<file path="src/rtl/instr_fetch_unit_pkg.sv">
// Shared types and default sizing for the instruction fetch unit.
// The TIMEOUT default is only consumed when FETCH_TIMEOUT_EN is defined.
package instr_fetch_unit_pkg;

    typedef enum logic [1:0] {
        IDLE      = 2'd0,
        REQ       = 2'd1,
        WAIT_DROP = 2'd2
    } fetch_state_t;

    localparam int IFU_N       = 9;
    localparam int IFU_TIMEOUT = 15;

endpackage

</file>
<file path="src/rtl/instr_fetch_unit_timeout_ctr.sv">
// mem_ack watchdog: a down-counter loaded on clear, expired at terminal count zero.
// It is only instantiated when FETCH_TIMEOUT_EN is defined.
module fetch_timeout_ctr
    import instr_fetch_unit_pkg::*;
#(
    parameter int TIMEOUT = IFU_TIMEOUT
) (
    input  logic clock,
    input  logic resetn,
    input  logic clear,
    input  logic enable,
    output logic expired
);
    localparam int W = $clog2(TIMEOUT + 1);

    logic [W-1:0] cnt;

    // Loaded with TIMEOUT-1 so that expiry lands on the TIMEOUT-th waiting cycle.
    always_ff @(posedge clock or negedge resetn) begin
        if (!resetn) begin
            cnt <= '0;
        end else if (clear) begin
            cnt <= W'(TIMEOUT - 1);
        end else if (enable && (cnt != '0)) begin
            cnt <= cnt - W'(1);
        end
    end

    assign expired = (cnt == '0);

endmodule

</file>
<file path="src/rtl/instr_fetch_unit.sv">
// Instruction fetch unit: samples the PC, reads instruction memory and holds the word in ir.
// Build macro FETCH_TIMEOUT_EN adds a mem_ack watchdog with a sticky fetch_fault.
//
// state     | meaning
// IDLE      | no read outstanding; launches a read when ir is empty
// REQ       | mem_rd held with a stable mem_addr, waiting for mem_ack
// WAIT_DROP | fetch was flushed; swallow the outstanding mem_ack
module instr_fetch_unit
    import instr_fetch_unit_pkg::*;
#(
    parameter int N       = IFU_N,
    parameter int TIMEOUT = IFU_TIMEOUT
) (
    input  logic         clock,
    input  logic         resetn,
    input  logic         fetch_en,
    input  logic [N-1:0] pc,
    input  logic         flush,
    output logic [N-1:0] mem_addr,
    output logic         mem_rd,
    input  logic [N-1:0] mem_data,
    input  logic         mem_ack,
    output logic [N-1:0] ir,
    output logic         ir_valid,
    input  logic         ir_ready,
    output logic         pc_inc,
    output logic         fetch_fault
);
    fetch_state_t state;
    logic         launch;
    logic         timeout_hit;
    logic         blocked;

    assign launch = (state == IDLE) && fetch_en && !ir_valid && !flush && !blocked;

`ifdef FETCH_TIMEOUT_EN
    logic fault_q;
    logic ctr_en;
    logic ctr_expired;

    assign ctr_en = ((state == REQ) || (state == WAIT_DROP)) && !mem_ack;

    fetch_timeout_ctr #(
        .TIMEOUT(TIMEOUT)
    ) u_timeout (
        .clock  (clock),
        .resetn (resetn),
        .clear  (launch),
        .enable (ctr_en),
        .expired(ctr_expired)
    );

    assign timeout_hit = ctr_en && ctr_expired;

    always_ff @(posedge clock or negedge resetn) begin
        if (!resetn) begin
            fault_q <= 1'b0;
        end else if (timeout_hit) begin
            fault_q <= 1'b1;
        end
    end

    assign blocked     = fault_q;
    assign fetch_fault = fault_q;
`else
    localparam int unused_timeout = TIMEOUT;

    assign timeout_hit = 1'b0;
    assign blocked     = 1'b0;
    assign fetch_fault = 1'b0;
`endif

    always_ff @(posedge clock or negedge resetn) begin
        if (!resetn) begin
            state    <= IDLE;
            mem_addr <= '0;
            mem_rd   <= 1'b0;
            ir       <= '0;
            ir_valid <= 1'b0;
            pc_inc   <= 1'b0;
        end else begin
            pc_inc <= 1'b0;
            case (state)
                IDLE: begin
                    // A flush alongside a consume still just drops the stale word.
                    if (flush || (ir_valid && ir_ready)) begin
                        ir_valid <= 1'b0;
                    end
                    if (launch) begin
                        state    <= REQ;
                        mem_addr <= pc;
                        mem_rd   <= 1'b1;
                    end
                end
                REQ: begin
                    if (flush) begin
                        mem_rd <= 1'b0;
                        state  <= mem_ack ? IDLE : WAIT_DROP;
                    end else if (mem_ack) begin
                        ir       <= mem_data;
                        ir_valid <= 1'b1;
                        mem_rd   <= 1'b0;
                        pc_inc   <= 1'b1;
                        state    <= IDLE;
                    end else if (timeout_hit) begin
                        mem_rd <= 1'b0;
                        state  <= IDLE;
                    end
                end
                WAIT_DROP: begin
                    mem_rd <= 1'b0;
                    if (mem_ack || timeout_hit) begin
                        state <= IDLE;
                    end
                end
                default: begin
                    mem_rd <= 1'b0;
                    state  <= IDLE;
                end
            endcase
        end
    end

endmodule
</file>
<file path="config.mk">
export PLATFORM = sky130hd
export DESIGN_NAME = instr_fetch_unit
export DESIGN_NICKNAME = d
export VERILOG_FILES = /design/src/rtl/instr_fetch_unit_pkg.sv /design/src/rtl/instr_fetch_unit_timeout_ctr.sv /design/src/rtl/instr_fetch_unit.sv
export SDC_FILE = /design/constraint.sdc
export NUM_CORES = 1
export LEC_CHECK = 0
export BUFFER_PORTS_ARGS = -buffer_cell sky130_fd_sc_hd__buf_2
export CORE_MARGIN = 2
export CORE_UTILIZATION = 50
export CTS_BUF_LIST = sky130_fd_sc_hd__clkbuf_8
export DETAILED_ROUTE_END_ITERATION = 7
export PLACE_DENSITY_LB_ADDON = 0.12
export SKIP_CTS_REPAIR_TIMING = 1
export SYNTH_ARGS = -nofsm -noshare
export SYNTH_HDL_FRONTEND = slang
export SYNTH_SLANG_ARGS = --single-unit
</file>
<file path="constraint.sdc">
create_clock -name clock -period 2.9 [get_ports clock]
set_input_delay 0 -clock clock [delete_from_list [all_inputs] [get_ports clock]]
set_output_delay 0 -clock clock [all_outputs]
set_load 0.05 [all_outputs]
</file>
Yosys cells after proc, flatten, opt, wreduce, memory -nomap -nowiden. Index checks and enable logic that the tools add are counted.

Flip-flop bits (word level): 23. Latch bits: 0. Bits in writable memories: 0. ROM bits: 0. Input port bits: 24. Output and inout port bits: 22. Logic and storage cells: 43. Memories: 0.

$add $sub $neg: 0. Multipliers: 0. Divide/modulo/power cells: 0. $lt $le $gt $ge: 0. Equality and inequality tests: 7. Shifts and indexed selects: 0. Muxes and demuxes: 16. Bitwise logic cells: 1. Reduce and logical (&&, ||, !) cells: 13.

Operators with widths (number): $mux 1 (9); $mux 2 (4); $ne 2x2->1 const B (3); $pmux 2 s3 (1); $logic_and 1x1->1 (4); $pmux 1 s2 (2); $reduce_and 2->1 (2); $reduce_and 4->1 (1); $ne 3x3->1 const B (1); $reduce_and 3->1 (1); $eq 2x1->1 const B (1); $eq 2x2->1 const B (1); $logic_not 1->1 (2); $logic_not 2->1 (1); $ne 2x1->1 const B (1); $reduce_bool 2->1 (1); $logic_or 1x1->1 (1); $not 1->1 (1).

Longest topological paths before layout. Gate-level depths: netlist (run 1).

Depth in word-level cells: 6. Mapped depth: 4.

Worst setup path after synthesis (run 1). OpenSTA, ideal clock, no wires.

Path type: register to register. From: register ir_valid. To: register mem_addr[0]. Data arrival time: 1.347 ns. Data required time: 2.775 ns. Setup slack: 1.428 ns. Cell stages (with the launch flop): 5. Path buffers: 1. Cell sequence: dfrtp_1 -> nor2_1 -> and3_4 -> buf_6 -> mux2_4.

Word-level cells in the longest chain between the ends: 4.

Ends and longest elaborated chain: start, declared (RTL line instr_fetch_unit.sv:24) `output logic ir_valid,`; start signal, assigned (RTL line instr_fetch_unit.sv:79) `ir_valid <= 1'b0;`; start signal, assigned (RTL line instr_fetch_unit.sv:87) `ir_valid <= 1'b0;`; start signal, assigned (RTL line instr_fetch_unit.sv:101) `ir_valid <= 1'b1;`; $logic_not 1->1 (RTL line instr_fetch_unit.sv:34) `assign launch = (state == IDLE) && fetch_en && !ir_valid && !flush && !blocked;`; $logic_and 1x1->1 (2 in series) (RTL line instr_fetch_unit.sv:34); $reduce_and 2->1 (no line); end signal, assigned (RTL line instr_fetch_unit.sv:91) `mem_addr <= pc;`; end, declared (RTL line instr_fetch_unit.sv:19) `output logic [N-1:0] mem_addr,`.

Every way passes these cells. A chain may end at the register's enable or synchronous reset.

Worst setup path in the final report (run 1).
From: register state[1]. To: register mem_addr[8].

Word-level cells in the longest chain between the ends: 5.

Ends and longest elaborated chain: start, declared (RTL line instr_fetch_unit.sv:29) `fetch_state_t state;`; start signal, assigned (RTL line instr_fetch_unit.sv:98) `state <= mem_ack ? IDLE : WAIT_DROP;`; $logic_not 2->1 (*) (RTL line instr_fetch_unit.sv:34, instr_fetch_unit.sv:83); $logic_and 1x1->1 (3 in series) (RTL line instr_fetch_unit.sv:34); $reduce_and 2->1 (no line) (*).

Every way passes the cells marked *; elsewhere a longest branch is shown, timed or not.

==> flow_metrics.tcl, run 1 <==
set metrics [dict create \
    power.combinational.fraction_pct 49.6 \
    worst-path-buf-inv 0 \
    totalNegativeSetupSlack_ns 0 \
    final_hold_viols 0 \
    wl_per_cell_um 13.3 \
    post_synth_main_area_contributors "sky130_fd_sc_hd__dfrtp_1 59%, sky130_fd_sc_hd__mux2_4 26%, sky130_fd_sc_hd__and3_4 2.3%, sky130_fd_sc_hd__buf_6 2.3%, sky130_fd_sc_hd__o21ai_0 1.5%" \
    via_count 718 \
    worst_setup_end_kind "flop" \
    dpl.hpwl_um 1200 \
    tightest_slew_ns 0.505 \
    io_port_bufs 44 \
    start_util_pct 54.6 \
    power.static_leakage_nw 0.727 \
    globalRouteTotalUtil_pct 15.3 \
    die-height_um 48.1 \
    grt_antenna_before_repair 0 \
    worstSetupPathType "reg2reg" \
    die_width_um 48.1 \
    synth.avg_cell_area_um2 15.7 \
    initialDrtViolationCount 3 \
    crit_arrival_ns 1.53 \
    drcViolationCount 0 \
    synthFlopType "sky130_fd_sc_hd__dfrtp_1" \
    synth_seq_cells 23 \
    status "finished, final reports clean" \
    synth_nets 86 \
    clock-skew-final_ns 0.00433 \
    htreeDepth 1 \
    synth_area_leader_cell "sky130_fd_sc_hd__dfrtp_1" \
    worst_path_cell_trace "nor2_2, and3_4, mux2_2" \
    nets 152 \
    p_sw_share_pct 44.1 \
    largest_fanout_on_the_critical_path 11 \
    antenna_left 0 \
    numPlacedInstances 128 \
    cp.required_ns 3.04 \
    cts_tree "done" \
    power_frac_seq_pct 36.0 \
    area_share_of_the_largest_cell_type_after_synthesis_pct 59.1 \
    setup_repair_after_global_routing_missed_its_margin "false" \
    switching_component_of_the_power_mw 0.570 \
    synthesis.area_um2 973 \
    final.min_clock_period_ns 1.38 \
    synthCells 62 \
    drt_wl_total_um 2030 \
    postSynth.asyncResetShare_pct 100 \
    worst_path_max_delay_cell "sky130_fd_sc_hd__dfrtp_1" \
    register_area_share_after_synthesis_pct 59.1 \
    clock-root-buffer "sky130_fd_sc_hd__clkbuf_8" \
    timing.critical_path.from_type "flop" \
    first_global_vias 571 \
    io-pin-count 46 \
    power_frac_clock_pct 14.4 \
    fillerInstances 103 \
    number_of_enable_type_register_cells_in_the_synthesized_netlist 0 \
    holdCritPathClass "in2reg" \
    fp-row-count 15 \
    routed_via_density 4.72 \
    most_repeated_cell_in_the_gate_level_netlist_after_synthesis "sky130_fd_sc_hd__dfrtp_1" \
    timing.fmax_mhz 722 \
    grt-ovfl-total 0 \
    grt_pass1_wl_um 2470 \
    count_of_final_max_slew_check_failures 0 \
    area_delta_synth_final_pct 47.9 \
    cts.clk_slew.worst_paths_ns 0.08 \
    count_of_synthesis_stage_warnings_from_yosys 0 \
    floorplan.die_area_um2 2320 \
    core_region_area_um2 1780 \
    synthDistinctLibCells 16 \
    clk_path_buf_depth 2 \
    post_synth_most_frequent_cells "23 x sky130_fd_sc_hd__dfrtp_1, 17 x sky130_fd_sc_hd__mux2_4, 3 x sky130_fd_sc_hd__o21ai_0" \
    max_cap_violations 0 \
    antennaDiodeCount 0 \
    worst_path_dominant_cell_family "simple AND/OR/NAND/NOR gates" \
    post-route-period-util_pct 47.7 \
    critical-path-max-stage-delay_ns 0.41 \
    timing.final.setup_violations 0 \
    power.density_nw_per_um2 897 \
    post-route-util_pct 80.8 \
    place.gp.congestion 0.745 \
    clk_latency_ns 0.25 \
    slew_headroom_pct 66.3 \
    pin_count_of_the_biggest_net_entering_global_routing 24 \
    worst_ir_drop_vdd_mv 0.635 \
    intPower_mw 0.722 \
    final_cells 152 \
    drt_first_pass_iters 3 \
    clock_sink_count 23 \
    share_of_layout_cells_above_drive_strength_1_pct 54.3 \
    numCtsBuffers 3 \
]
-- final timing paths --
path                                 startpoint                       to  slack [ns]  cells after the start
max                        state[1]$_DFFE_PN0P_  mem_addr[8]$_DFFE_PN0P_        1.52                      3
max in group asynchronous                resetn  mem_addr[0]$_DFFE_PN0P_        2.31                      2
min                                       flush     state[1]$_DFFE_PN0P_        0.04                      3
min reg2reg                   ir[7]$_DFFE_PN0P_        ir[7]$_DFFE_PN0P_        0.51                      1
min in group asynchronous                resetn        ir[0]$_DFFE_PN0P_        0.25                      2
max reg2reg                state[1]$_DFFE_PN0P_  mem_addr[8]$_DFFE_PN0P_        1.52                      3
-- cells by family after synthesis --
group / Yosys count / synth area share, %
compound gates: 7 / 4.24
mux: 18 / 27.4
simple gates: 8 / 5.01
buf+inv: 5 / 3.86
flops: 23 / 59.1
other cells: 1 / 0.385
-- state kept, by name, summed over array words and instances (netlist names) --
signal,count
pc_inc,1
state,2
ir,9
mem_addr,9
mem_rd,1
ir_valid,1
-- worst reg2reg max path, stage by stage (launching register included) --
cell and delay [ns]:
sky130_fd_sc_hd__dfrtp_1 0.41, sky130_fd_sc_hd__nor2_2 0.17, sky130_fd_sc_hd__and3_4 0.33, sky130_fd_sc_hd__mux2_2 0.35
-- stage by stage --
| step | hold slack, ns | total power, mW | cell area (um2) | setup WS, ns |
|---|---|---|---|---|
| floorplan | -0.296 | 0.954 | 973 | 1.43 |
| global placement | -0.00686 | 1.08 | 1190 | 1.55 |
| detailed placement | -0.00573 | 1.09 | 1190 | 1.52 |
| CTS | -0.279 | 1.27 | 1240 | 1.51 |
| global route | 0.0680 | 1.35 | 1440 | 1.43 |
| finish | 0.0407 | 1.29 | 1440 | 1.52 |
-- area by class of cell --
type | instances | area [um2] | share of cell area [%]
Sequential cell | 23 | 576 | 40.0
Timing Repair Buffer | 64 | 420 | 29.2
Multi-Input combinational cell | 34 | 360 | 25.0
Clock buffer | 3 | 41.3 | 2.87
Tap cell | 25 | 31.3 | 2.17
Inverter | 2 | 7.51 | 0.521
Clock inverter | 1 | 3.75 | 0.261
-- power groups by stage --
stage / Combinational, mW / Sequential [mW] / Clock [mW]
floorplan: 0.155 / 0.799 / 0
global placement: 0.615 / 0.466 / 0
detailed placement: 0.618 / 0.469 / 0
CTS: 0.622 / 0.464 / 0.189
global route: 0.673 / 0.476 / 0.202
finish: 0.641 / 0.464 / 0.186
-- routing by layer --
| metal | vias up | part of all wire (%) | track usage [%] |
|---|---|---|---|
| met2 | 26 | 52 | 23.5 |
| met3 | 4 | 5.4 | 2.59 |
| li1 | 339 | - | - |
| met4 | 0 | 1.1 | 4.86 |
| met5 | - | 0 | 0 |
| met1 | 349 | 42 | 22.2 |
-- layout by cell type, fill, tap and decap left out --
| master | count |
|---|---|
| sky130_fd_sc_hd__nor2_2 | 1 |
| sky130_fd_sc_hd__nand3_1 | 1 |
| sky130_fd_sc_hd__mux2_4 | 17 |
| sky130_fd_sc_hd__conb_1 | 1 |
| sky130_fd_sc_hd__mux2_2 | 1 |
| sky130_fd_sc_hd__clkbuf_8 | 3 |
| sky130_fd_sc_hd__inv_1 | 3 |
| sky130_fd_sc_hd__dlygate4sd3_1 | 20 |
| sky130_fd_sc_hd__buf_2 | 44 |
| sky130_fd_sc_hd__dfrtp_1 | 23 |
| sky130_fd_sc_hd__nor2_1 | 2 |
| sky130_fd_sc_hd__and3_4 | 2 |
| sky130_fd_sc_hd__o21bai_1 | 1 |
| sky130_fd_sc_hd__a31o_2 | 1 |
| sky130_fd_sc_hd__o21ai_0 | 3 |
| sky130_fd_sc_hd__a21oi_1 | 2 |
| sky130_fd_sc_hd__nand2_1 | 2 |
No activity file was read; power rests on OpenSTA's default activity.
==> run 2: changes to the inputs <==
--- a/config.mk
+++ b/config.mk
@@ -7,7 +7,7 @@
 export LEC_CHECK = 0
 export BUFFER_PORTS_ARGS = -buffer_cell sky130_fd_sc_hd__buf_2
 export CORE_MARGIN = 2
-export CORE_UTILIZATION = 50
+export CORE_UTILIZATION = 47
 export CTS_BUF_LIST = sky130_fd_sc_hd__clkbuf_8
 export DETAILED_ROUTE_END_ITERATION = 7
 export PLACE_DENSITY_LB_ADDON = 0.12
==> constraint.sdc (replaced) <==
create_clock -name clock -period 1.4 [get_ports clock]
set_input_delay 0 -clock clock [delete_from_list [all_inputs] [get_ports clock]]
set_output_delay 0 -clock clock [all_outputs]
set_load 0.05 [all_outputs]
==> flow_metrics.tcl, run 2 (same netlist as run 1, synthesis figures left out) <==
set metrics [dict create \
    status "finished, final reports clean" \
    max_cap_violations 0 \
    most_used_cells_in_the_layout_excluding_fill_and_tap_cells "44 x sky130_fd_sc_hd__buf_2, 22 x sky130_fd_sc_hd__dfrtp_1, 20 x sky130_fd_sc_hd__dlygate4sd3_1" \
    area_delta_synth_final_pct 52.7 \
    antenna_left 0 \
    clk_latency_ns 0.25 \
    count_of_final_max_slew_check_failures 0 \
    routed_via_density 4.65 \
    via_count 740 \
    timing.final.setup_violations 0 \
    post-route-util_pct 75.8 \
    power.combinational.fraction_pct 50.1 \
    post-place-ws_ns 0.0452 \
    totalNegativeSetupSlack_ns 0 \
    globalRouteTotalUtil_pct 15.8 \
    largest_fanout_on_the_critical_path 6 \
    worst_setup_end_kind "flop" \
    placement.cell_area_um2 1210 \
    intPower_mw 1.51 \
    fp-row-count 16 \
    numCtsBuffers 3 \
    holdCritPathClass "in2reg" \
    die_width_um 49.5 \
    pin_count_of_the_biggest_net_entering_global_routing 24 \
    io_port_bufs 44 \
    setup_ws_ns 0.0863 \
    post-route-period-util_pct 93.8 \
    first_global_vias 672 \
    wl_per_cell_um 13.3 \
    antennaDiodeCount 0 \
    htreeDepth 1 \
    grt-ovfl-total 0 \
    fin_total_pwr_mw 2.70 \
    share_of_layout_cells_above_drive_strength_1_pct 56.8 \
    switching_component_of_the_power_mw 1.19 \
    timing.critical_path.from_type "flop" \
    grt_pass1_wl_um 2960 \
    clock-skew-final_ns 0.000849 \
    io-pin-count 46 \
    grt_antenna_before_repair 0 \
    setup_repair_after_global_routing_missed_its_margin "false" \
    clock_sink_count 23 \
    drt_first_pass_iters 4 \
    drt_wl_total_um 2120 \
    hold_slack_ns 0.0494 \
    die-height_um 49.5 \
    initialDrtViolationCount 18 \
    worstSetupPathType "reg2reg" \
    power.static_leakage_nw 0.752 \
    crit_arrival_ns 1.46 \
    timing.fmax_mhz 761 \
    numPlacedInstances 132 \
    drcViolationCount 0 \
    power_frac_clock_pct 14.3 \
    p_sw_share_pct 44.0 \
    floorplan.die_area_um2 2450 \
    clk_path_buf_depth 2 \
    core_region_area_um2 1960 \
    worst_ir_drop_vdd_mv 0.997 \
    cts.clk_slew.worst_paths_ns 0.08 \
    start_util_pct 49.6 \
    power_frac_seq_pct 35.6 \
    dpl.hpwl_um 1220 \
    layout.cells.most_common "sky130_fd_sc_hd__buf_2" \
    registers_with_the_most_flip_flops "ir (9), mem_addr (9), state (2)" \
    power.density_nw_per_um2 1810 \
    final.min_clock_period_ns 1.31 \
    cp.required_ns 1.54 \
    final_cells 159 \
    final_hold_viols 0 \
    nets 157 \
    finish.instance_area_um2 1490 \
    cts_tree "done" \
    place.gp.congestion 0.691 \
    clock-root-buffer "sky130_fd_sc_hd__clkbuf_8" \
]
-- run 2: cell types whose count changed in the layout (fill, tap and decap cells not counted), sizes merged --
cell / previous run / this run
and3: 2 / 4
buf: 44 / 47
-- run 2: worst paths after layout --
check	cells after the start	from	to	slack, ns
setup / recovery	3	state[1]$_DFFE_PN0P_	mem_addr[8]$_DFFE_PN0P_	0.09
hold / removal	3	flush	state[1]$_DFFE_PN0P_	0.05
setup reg to reg	3	state[1]$_DFFE_PN0P_	mem_addr[8]$_DFFE_PN0P_	0.09
hold reg to reg	1	mem_addr[7]$_DFFE_PN0P_	mem_addr[7]$_DFFE_PN0P_	0.51
max in group asynchronous	2	resetn	ir_valid$_DFFE_PN0P_	0.77
min in group asynchronous	2	resetn	ir[3]$_DFFE_PN0P_	0.26
-- run 2: power by group through the flow --
| stage | sequential [mW] | clock, mW | combinational (mW) |
|---|---|---|---|
| 4_1_cts | 0.962 | 0.395 | 1.30 |
| 6_report | 0.961 | 0.385 | 1.35 |
| 3_3_place_gp | 0.961 | 0 | 1.29 |
| 2_1_floorplan | 1.66 | 0 | 0.321 |
| 5_1_grt | 0.988 | 0.434 | 1.41 |
| 3_5_place_dp | 0.973 | 0 | 1.29 |
-- run 2: layer usage --
| metal | GRT usage, % | vias up | wire, um |
|---|---|---|---|
| li1 | - | 355 | - |
| met2 | 25.9 | 23 | 1040 |
| met1 | 20.5 | 360 | 973 |
| met3 | 3.03 | 2 | 88 |
| met5 | 0 | - | 0 |
| met4 | 6.94 | 0 | 13 |
-- run 2: cell type report --
class                           count  area (um2)
Fill cell                         149         475
Clock inverter                      1        3.75
Inverter                            2        7.51
Timing Repair Buffer               67         443
Tap cell                           27        33.8
Multi-Input combinational cell     36         380
Clock buffer                        3        41.3
Sequential cell                    23         577
-- run 2: worst max-delay path, cell delays in order (launching register included) --
cell	delay [ns]
sky130_fd_sc_hd__dfrtp_1	0.42
sky130_fd_sc_hd__nor2_4	0.16
sky130_fd_sc_hd__and3_4	0.27
sky130_fd_sc_hd__mux2_2	0.34
